[config.mk]
export PLATFORM = sky130hd
export DESIGN_NAME = double_clk_arbiter
export DESIGN_NICKNAME = d
export VERILOG_FILES = /design/src/rtl/double_clk_arbiter_pkg.sv /design/src/rtl/double_clk_arbiter_edge_cnt.sv /design/src/rtl/double_clk_arbiter.sv
export SDC_FILE = /design/constraint.sdc
export NUM_CORES = 1
export LEC_CHECK = 0
export CORE_MARGIN = 8
export CORE_UTILIZATION = 40
export CTS_CLUSTER_SIZE = 24
export DETAILED_ROUTE_END_ITERATION = 10
export PLACE_DENSITY = 0.62
export SLEW_MARGIN = 10
export SYNTH_ARGS = -nofsm -noshare
export SYNTH_HDL_FRONTEND = slang
export SYNTH_SLANG_ARGS = --single-unit
[constraint.sdc]
create_clock -name clk -period 5.6 [get_ports clk]
set_input_delay 0.56 -clock clk [delete_from_list [all_inputs] [get_ports clk]]
set_output_delay 0.56 -clock clk [all_outputs]
set_load 0.01 [all_outputs]
[src/rtl/double_clk_arbiter_pkg.sv]
// double_clk_arbiter shared types.
// FSM encoding and requester index constants.
package double_clk_arbiter_pkg;

  typedef enum logic [1:0] {
    ST_IDLE  = 2'd0,
    ST_START = 2'd1,
    ST_RUN   = 2'd2,
    ST_STOP  = 2'd3
  } state_t;

  localparam logic REQ0 = 1'b0;
  localparam logic REQ1 = 1'b1;

endpackage

[src/rtl/double_clk_arbiter_edge_cnt.sv]
// clk1 falling-edge detector, period counter
// and stall watchdog for double_clk_arbiter.
module dclk_edge_cnt #(
  parameter int LEN_W   = 8,
  parameter int TIMEOUT = 1024,
  parameter int TO_W    = 11
) (
  input  logic             clk,
  input  logic             rst,
  input  logic             clr,
  input  logic             run,
  input  logic             dcg_clk1,
  input  logic [LEN_W-1:0] len_q,
  output logic             last_edge,
  output logic             timeout
);

  localparam logic [TO_W-1:0] TO_LAST =
    TO_W'(TIMEOUT - 1);

  logic             prev_q;
  logic [LEN_W-1:0] cnt_q;
  logic [TO_W-1:0]  wd_q;
  logic             fall;

  // clk1 is already in the clk domain
  assign fall = prev_q & ~dcg_clk1;

  always_ff @(posedge clk) begin
    if (rst) begin
      prev_q <= 1'b0;
      cnt_q  <= '0;
      wd_q   <= '0;
    end else begin
      prev_q <= dcg_clk1;
      if (clr) begin
        cnt_q <= '0;
        wd_q  <= '0;
      end else if (run) begin
        if (fall) begin
          cnt_q <= cnt_q + 1'b1;
          wd_q  <= '0;
        end else begin
          wd_q <= wd_q + 1'b1;
        end
      end
    end
  end

  assign last_edge = run & fall &
    (cnt_q == len_q - 1'b1);

  // fires on the edge where wd would reach TIMEOUT
  assign timeout = run & ~fall &
    (wd_q == TO_LAST);

endmodule

[src/rtl/double_clk_arbiter.sv]
// Round-robin owner of one shared double_clk_gen:
// grants bursts of N clk1 periods to two requesters.
module double_clk_arbiter
  import double_clk_arbiter_pkg::*;
#(
  parameter int LEN_W      = 8,
  parameter int GAP_CYCLES = 4,
  parameter int TIMEOUT    = 1024,
  parameter int TO_W       = 11
) (
  input  logic             clk,
  input  logic             rst,
  input  logic             req0,
  input  logic [LEN_W-1:0] len0,
  input  logic             req1,
  input  logic [LEN_W-1:0] len1,
  output logic             gnt0,
  output logic             gnt1,
  output logic             done0,
  output logic             done1,
  output logic             err,
  output logic             busy,
  output logic             dcg_rst,
  output logic             dcg_en,
  input  logic             dcg_clk1
);

  localparam int GAP_W =
    (GAP_CYCLES > 1) ? $clog2(GAP_CYCLES) : 1;
  localparam logic [GAP_W-1:0] GAP_LAST =
    GAP_W'(GAP_CYCLES - 1);

  state_t           state_q;
  state_t           state_d;
  logic             owner_q;
  logic             last_q;
  logic [LEN_W-1:0] len_q;
  logic [GAP_W-1:0] gap_q;
  logic             done_q;
  logic             err_q;
  logic             done_d;
  logic             err_d;
  logic             pick;
  logic             last_edge;
  logic             timeout;

  dclk_edge_cnt #(
    .LEN_W   (LEN_W),
    .TIMEOUT (TIMEOUT),
    .TO_W    (TO_W)
  ) u_edge_cnt (
    .clk       (clk),
    .rst       (rst),
    .clr       (state_q == ST_START),
    .run       (state_q == ST_RUN),
    .dcg_clk1  (dcg_clk1),
    .len_q     (len_q),
    .last_edge (last_edge),
    .timeout   (timeout)
  );

  always_comb begin
    pick = last_q;
    unique case (1'b1)
      req0 & req1:  pick = ~last_q;
      req0 & ~req1: pick = REQ0;
      ~req0 & req1: pick = REQ1;
      default:      pick = last_q;
    endcase
  end

  always_comb begin
    state_d = state_q;
    done_d  = 1'b0;
    err_d   = 1'b0;
    unique case (state_q)
      ST_IDLE: begin
        if (req0 | req1)
          state_d = ST_START;
      end
      ST_START: begin
        if (len_q == '0) begin
          state_d = ST_STOP;
          done_d  = 1'b1;
        end else begin
          state_d = ST_RUN;
        end
      end
      ST_RUN: begin
        if (last_edge) begin
          state_d = ST_STOP;
          done_d  = 1'b1;
        end else if (timeout) begin
          state_d = ST_STOP;
          done_d  = 1'b1;
          err_d   = 1'b1;
        end
      end
      ST_STOP: begin
        if (gap_q == GAP_LAST)
          state_d = ST_IDLE;
      end
      default: state_d = ST_IDLE;
    endcase
  end

  always_ff @(posedge clk) begin
    if (rst) begin
      state_q <= ST_IDLE;
      owner_q <= REQ0;
      last_q  <= REQ1;
      len_q   <= '0;
      gap_q   <= '0;
      done_q  <= 1'b0;
      err_q   <= 1'b0;
    end else begin
      state_q <= state_d;
      done_q  <= done_d;
      err_q   <= err_d;
      if (state_q == ST_IDLE && (req0 | req1)) begin
        owner_q <= pick;
        len_q   <= pick ? len1 : len0;
      end
      if (state_q == ST_STOP) begin
        last_q <= owner_q;
        gap_q  <= gap_q + 1'b1;
      end else begin
        gap_q <= '0;
      end
    end
  end

  logic owns;
  assign owns = (state_q == ST_START) |
                (state_q == ST_RUN);

  assign gnt0    = owns & (owner_q == REQ0);
  assign gnt1    = owns & (owner_q == REQ1);
  assign done0   = done_q & (owner_q == REQ0);
  assign done1   = done_q & (owner_q == REQ1);
  assign err     = err_q;
  assign busy    = (state_q != ST_IDLE);
  assign dcg_rst = (state_q == ST_START);
  assign dcg_en  = (state_q == ST_RUN);

endmodule

Word level (Yosys, flattened, before mapping)
Index checks and enable logic that the tools add are counted.

Bits in registers: 36. Bits of input ports: 21. Output and inout bits: 8. Logic and storage cells: 67.

$add $sub $neg: 4. Equal/unequal tests: 9. Multiplexer cells: 13. Bitwise logic cells: 22. Reductions and logical operators: 9.

Operators by type and width (number): $and 1x1->1 (12); $add 11x1->11 const B (1); $eq 11x10->1 const B (1); $mux 11 (1); $add 8x1->8 const B (1); $eq 8x8->1 (1); $logic_not 8->1 (1); $mux 2 (4); $mux 8 (1); $not 1->1 (8); $pmux 2 s4 (1); $sub 8x1->8 const B (1); $eq 2x2->1 const B (3); $mux 1 (4); $ne 2x2->1 const B (2); $reduce_or 2->1 (2); $ne 3x3->1 const B (1); $pmux 1 s3 (1); $reduce_and 3->1 (1); $reduce_or 3->1 (1); $add 2x1->2 const B (1); $eq 2x1->1 const B (1); $logic_not 2->1 (1); $or 1x1->1 (2); other kinds (4) (4).

Logic depth before layout (Yosys ltp)
Gate-level depths: netlist of the first run.

Word-level depth: 8. Depth in mapped cells: 10. Mapped depth without buffers: 8.

Hierarchy
From an unflattened synthesis of the first run, not the netlist that was laid out.

Cell total of the unflattened synthesis: 228. Area, all modules: 1923.1 µm².

By module, submodules not included: dclk_edge_cnt (times used 1, cells an instance 135, area an instance 1087.3 µm², seq. area each 400.4 µm²); double_clk_arbiter (times used 1, cells an instance 93, area an instance 835.8 µm², seq. area each 320.3 µm²).

Least setup slack after synthesis of the first run
OpenSTA, ideal clock, no wires.

Path kind: register -> register. From: register len_q[0]. To: register state_q[0]. Library setup time: 0.086 ns. Data arrival time: 2.346 ns. Required time: 5.514 ns. Slack: 3.167 ns. Stages on the path, launching flop included: 11. Path buffers: 2. Period minus slack after synthesis: 2.433 ns. Path through: dfxtp_1 clkbuf_1 inv_1 ha_1 clkbuf_8 o21ba_1 a221oi_1 a41oi_1 a2111o_1 a311o_1 a221oi_2.

Longest elaborated chain between the ends: 5. Elaborated cells on any way between the ends: 9. Classes of those cells: 1 x add/sub; 2 x eq/ne; 3 x mux; 1 x bitwise; 2 x reduce/logical.

Ends and longest elaborated chain: from (decl) (RTL line double_clk_arbiter.sv:37) `logic [LEN_W-1:0] len_q;`; from (signal assigned) (RTL line double_clk_arbiter.sv:122) `len_q <= pick ? len1 : len0;`; $sub 8x1->8 (RTL line double_clk_arbiter_edge_cnt.sv:51) `(cnt_q == len_q - 1'b1);`; $eq 8x8->1 (RTL line double_clk_arbiter_edge_cnt.sv:51); $and 1x1->1 (RTL line double_clk_arbiter_edge_cnt.sv:50) `assign last_edge = run & fall &`; $mux 2 or $ne 3x3->1 (tied branches); $pmux 2 s4 or $reduce_and 3->1 (tied branches); to (signal assigned) (RTL line double_clk_arbiter.sv:117) `state_q <= state_d;`; to (decl) (RTL line double_clk_arbiter.sv:33) `state_t state_q;`.

Parallel ways exist; a longest one is shown, timed or not. A chain may end at the register's enable or synchronous reset.

Worst setup path in the final report of the first run
Same ends and word-level chain as after synthesis.

==> results of run 1 <==
[state kept, by name, indices dropped and copies added (netlist names)]
name and count:
u_edge_cnt.prev_q 1, err 1, owner_q 1, state_q 2, gap_q 2, done_q 1, last_q 1, u_edge_cnt.wd_q 11
len_q 8, u_edge_cnt.cnt_q 8
[cell usage in the layout, fill, tap and decap left out, types with 2 or more instances in the layout]
cell type         n
mux2i_1          10
a21boi_0          2
clkdlybuf4s50_1  28
nand3b_1          2
clkbuf_8          5
xor2_1           15
nand4_1           7
a21oi_1           5
inv_1             5
nor3_1            4
or3_1             3
xnor2_1           8
a211oi_1          9
and2_1            3
dfxtp_1          36
o21ai_1           3
nand3_1           5
nor2b_1           5
ha_1              9
nor2_1           36
nand2b_1          4
nand2_1           9
a31oi_1           2
o21bai_1          2
and3_1            3
[area by class of cell]
| class | count | area share |
|---|---|---|
| timing repair buffer | 28 | 0.1223 |
| clock inverter | 1 | 0.002185 |
| inverter | 6 | 0.009831 |
| multi-input combinational | 164 | 0.4899 |
| tap | 54 | 0.02949 |
| sequential | 36 | 0.3146 |
| clock buffer | 6 | 0.03168 |
[worst paths after layout]
| kind | from | end |
|---|---|---|
| setup / recovery | len_q[0]$_SDFFE_PP0P_ | state_q[0]$_SDFFE_PP0P_ |
| setup reg to reg | len_q[0]$_SDFFE_PP0P_ | state_q[0]$_SDFFE_PP0P_ |
| hold reg to reg | gap_q[0]$_SDFF_PP0_ | gap_q[0]$_SDFF_PP0_ |
| hold / removal | gap_q[0]$_SDFF_PP0_ | gap_q[0]$_SDFF_PP0_ |
[per-layer routing]
metal / GRT usage / part of all wire / routed length (um) / up-vias
met2: 0.1776 / 0.47 / 1857 / 21
met5: 0 / 0 / 0 / -
met3: 0.03958 / 0.034 / 132 / 6
met4: 0.03883 / 0.014 / 53 / 0
li1: - / - / - / 803
met1: 0.1353 / 0.48 / 1873 / 698
[power by group]
group          switching (uW)  internal [uW]
Combinational             179            168
Sequential               46.4            288
Clock                    87.3           84.5
Total                     313            541
[stage by stage]
step                  util  cell area (um^2)
global route        0.4915              2291
finish              0.4915              2291
floorplan                -              1918
detailed placement  0.4749              2213
global placement    0.4749              2213
CTS                 0.4915              2291
[kinds of logic after synthesis]
group / after synthesis
muxes: 10
and+or+nand+nor: 88
AOI/OAI and AO/OA: 34
xor gates and xnor gates: 23
DFF: 36
buffers and inverters: 16
adders and majority gates: 9
==> results.yml, run 1 <==
clocking:
  cts.sinks: 36
  htree_levels: 2
  postCtsHoldBufs: 0
  clk_latency_ns: 0.28
  clock_path_buffers: 2
  root_buffer: "clkbuf_8"
  clk_pin_slew_ns: 0.07
  cts_inserted_buffers: 5
  cts_resized: 0
  cts_setup_buffers: 0
  cts_tree: "yes"
floorplan:
  dieArea_um2: 7267
  num_rows: 25
  ios: 29
  dieHeight_um: 85.25
  start_util: 0.4115
  core_um2: 4661
  die_w_um: 85.25
logic_synthesis:
  synth_top_family_by_area: "simple AND/OR/NAND/NOR gates"
  synth.distinct_cells: 46
  avgSynthCellArea_um2: 8.880
  synth-simple-area-share: 0.2374
  yosys_register_bits: 36
  ys_top_cells_by_count: "dfxtp_1, nor2_1, xor2_1"
  netlist_instances: 216
  async_reset_ff_frac: 0
  syn-cell-area_um2: 1918
  synth_top_flop_cell: "dfxtp_1"
  synth_adder_area_share: 0.05871
  synth_top_area_share: 0.3757
  ys_seq_area_frac: 0.3757
  synth_edf_count: 0
  synth_xor_area_frac: 0.1050
  synth.area.mux_share: 0.05219
  syn_nets: 246
  synth_compound_area_frac: 0.1318
  yosysWarnings: 0
  synthTopCellsByArea: "dfxtp_1, nor2_1, xor2_1"
  yosysTopAreaCell: "dfxtp_1"
place:
  io_buffers: 28
  dpl.cell_count: 288
  place_ws_ns: 2.890
  place_congestion: 0.7871
  dp_hpwl_um: 3011
critical_path:
  slowest_stage: "dfxtp_1"
  crit_type: "reg2reg"
  arrival_ns: 2.80
  r2r_cells: 8
  reg2reg_slack_ns: 3.00
  required_ns: 5.80
  critical_path_buf_inv_count: 1
  cp_max_fo: 9
  cp-start-kind: "register"
  crit_family: "compound AO/OA/AOI/OAI gates"
  crit_path_end_kind: "register"
  slowest_delay_ns: 0.48
  cp_cell_sequence: "inv_1, ha_1, o21ba_1, a221oi_1, a41oi_1, a2111o_1, a311o_1, a221oi_2"
  worstSetupPathDepth: 8
sta:
  setup_slack_ns: 2.995
  final.min_clock_period_ns: 2.605
  slew_viol_final: 0
  maxSlewHeadroom: 0.3563
  min_period_over_period: 0.4652
  max_freq_mhz: 383.9
  skew_ns: 0.008508
  hold_viol_final: 0
  hold_ws_ns: 0.4433
  setup_viol: 0
  worstMarginPinSlew_ns: 0.9591
  rsz0062_at_grt: "false"
  fin_tns_setup_ns: 0
hold_path:
  hold_depth: 1
  min_path_type: "reg2reg"
layout:
  finalNonFillerCells: 295
  seq_area_um2: 720.7
  diodes: 0
  areaGrowthSynthToFinish_pct: 19.44
  multiInputGateArea_um2: 1122
  num-fill-cells: 447
  drive_gt1_frac: 0.04564
  nets: 271
flow_run:
  drv_cap: 0
power:
  peakVddDrop_mv: 0.2723
  total_leakage_power_uw: 0.0008657
  power_uw: 853.9
  powerDensity_nw_per_um2: 372.7
drt:
  drc: 0
  firstDrtPassIters: 4
  via_per_inst: 5.180
  vias: 1528
  drt_wl_total_um: 3916
  ant_nets: 0
  drtIter0Drc: 80
  post_drt_wl_per_cell_um: 13.27
global_route:
  grt_start_max_net_pins: 19
  gr-total-overflow: 0
  grt_pass1_vias: 1394
  grt_pass1_wl_um: 6451
  track_usage: 0.1117
  grt_antenna_before_repair: 0
outcome:
  status: "finished, final reports clean"
Note: power is estimated with default switching activity, not from simulation.
==> run 2: changes to the inputs <==
==> constraint.sdc (replaced) <==
create_clock -name clk -period 2.7 [get_ports clk]
set_input_delay 0.27 -clock clk [delete_from_list [all_inputs] [get_ports clk]]
set_output_delay 0.27 -clock clk [all_outputs]
set_load 0.01 [all_outputs]
==> run 2 against run 1 <==
  * Sequential power increased by 110%
  * Via count grew 1.6%
  * Critical path type unchanged
  * Critical path depth unchanged
  * Largest power group unchanged
  * Combinational power up 120%
  * First-iteration DRC count grew 75%
==> results.yml, run 2 (synthesized netlist as in run 1, its figures left out) <==
sta:
  slew_viol_final: 0
  maxSlewHeadroom: 0.3600
  fin_tns_setup_ns: 0
  hold_viol_final: 0
  skew_ns: 0.005281
  max_freq_mhz: 413.7
  setup_viol: 0
  rsz0062_at_grt: "false"
  worstMarginPinSlew_ns: 0.9536
  min_period_over_period: 0.8952
  final.min_clock_period_ns: 2.417
  setup_slack_ns: 0.2828
place:
  io_buffers: 28
  place_congestion: 0.8046
  dp_hpwl_um: 3044
  place_ws_ns: 0.2671
global_route:
  gr-total-overflow: 0
  track_usage: 0.1147
  grt_pass1_wl_um: 6748
  grt_pass1_vias: 1458
  grt_start_max_net_pins: 19
  grt_antenna_before_repair: 0
floorplan:
  die_w_um: 85.25
  start_util: 0.4115
  dieArea_um2: 7267
  core_um2: 4661
  ios: 29
  dieHeight_um: 85.25
  num_rows: 25
clocking:
  root_buffer: "clkbuf_8"
  cts.sinks: 36
  htree_levels: 2
  clock_path_buffers: 2
  cts_resized: 0
  cts_inserted_buffers: 5
  clk_pin_slew_ns: 0.07
  cts_tree: "yes"
  cts_setup_buffers: 0
  clk_latency_ns: 0.28
  postCtsHoldBufs: 0
layout:
  areaGrowthSynthToFinish_pct: 23.55
  top_regs: "u_edge_cnt.wd_q (11), len_q (8), u_edge_cnt.cnt_q (8)"
  num-fill-cells: 435
  drive_gt1_frac: 0.06911
  multiInputGateArea_um2: 1122
  largest_reg_flops: 11
  seq_area_um2: 720.7
  layout_common_cells: "nor2_1, dfxtp_1, clkdlybuf4s50_1, xor2_1, mux2i_1"
  nets: 275
  top_register: "u_edge_cnt.wd_q"
  diodes: 0
power:
  total_leakage_power_uw: 0.0009093
  powerDensity_nw_per_um2: 824.4
  peakVddDrop_mv: 0.5722
drt:
  post_drt_wl_per_cell_um: 13.29
  firstDrtPassIters: 4
  ant_nets: 0
  drc: 0
  vias: 1552
  drtIter0Drc: 140
  drt_wl_total_um: 3987
  via_per_inst: 5.173
hold_path:
  min_path_type: "reg2reg"
outcome:
  status: "finished, final reports clean"
critical_path:
  cp-start-kind: "register"
  crit_path_end_kind: "register"
  arrival_ns: 2.62
  crit_type: "reg2reg"
  required_ns: 2.90
  cp_max_fo: 9
flow_run:
  drv_cap: 0
==> run 2: worst max-delay path, cell delays in order (launching register included) <==
cell and delay [ns]:
dfxtp_1 0.41, inv_1 0.09, ha_1 0.29, o21ba_1 0.20, a221oi_1 0.28, a41oi_1 0.07, a2111o_1 0.42, a311o_1 0.38
a221oi_2 0.19
==> run 2: path summary, 6_finish.rpt <==
kind | from | end | slack [ns] | cells past startpoint
worst max-delay path | len_q[1]$_SDFFE_PP0P_ | state_q[0]$_SDFFE_PP0P_ | 0.28 | 8
worst min-delay path | gap_q[0]$_SDFF_PP0_ | gap_q[0]$_SDFF_PP0_ | 0.43 | 1
worst max register to register | len_q[1]$_SDFFE_PP0P_ | state_q[0]$_SDFFE_PP0P_ | 0.28 | 8
worst min register to register | gap_q[0]$_SDFF_PP0_ | gap_q[0]$_SDFF_PP0_ | 0.43 | 1
==> run 2: per-stage QoR <==
stage / utilization / std cells / cell area (um^2) / hold slack [ns] / total power [uW]
6_report: 0.5085 / 300 / 2370 / 0.4266 / 1954
5_1_grt: 0.5085 / 300 / 2370 / 0.4557 / 2086
4_1_cts: 0.5085 / 300 / 2370 / 0.4317 / 1975
3_5_place_dp: 0.4813 / 292 / 2243 / 0.4206 / 1455
3_3_place_gp: 0.4813 / 292 / 2243 / 0.4203 / 1459
2_1_floorplan: - / 216 / 1918 / 0.3982 / 1227
==> run 2: final cells by class <==
class / instances / area share
inverters: 6 / 0.009504
multi-input cells: 164 / 0.4736
flip-flops and latches: 36 / 0.3041
repair buffers: 32 / 0.1309
well taps: 54 / 0.02851
clock buffers: 7 / 0.04065
clock inverters: 1 / 0.01267
==> run 2: per-layer routing <==
metal,vias up,wire length [um],global-route usage
li1,810,-,-
met1,722,1928,0.1398
met2,15,1879,0.1839
met3,5,120,0.03764
met4,0,59,0.03883
met5,-,0,0
==> run 2: power by group <==
| part | internal (uW) | switching (uW) |
|---|---|---|
| Combinational | 371 | 388 |
| Sequential | 597 | 90.0 |
| Clock | 326 | 183 |
| Total | 1290 | 660 |
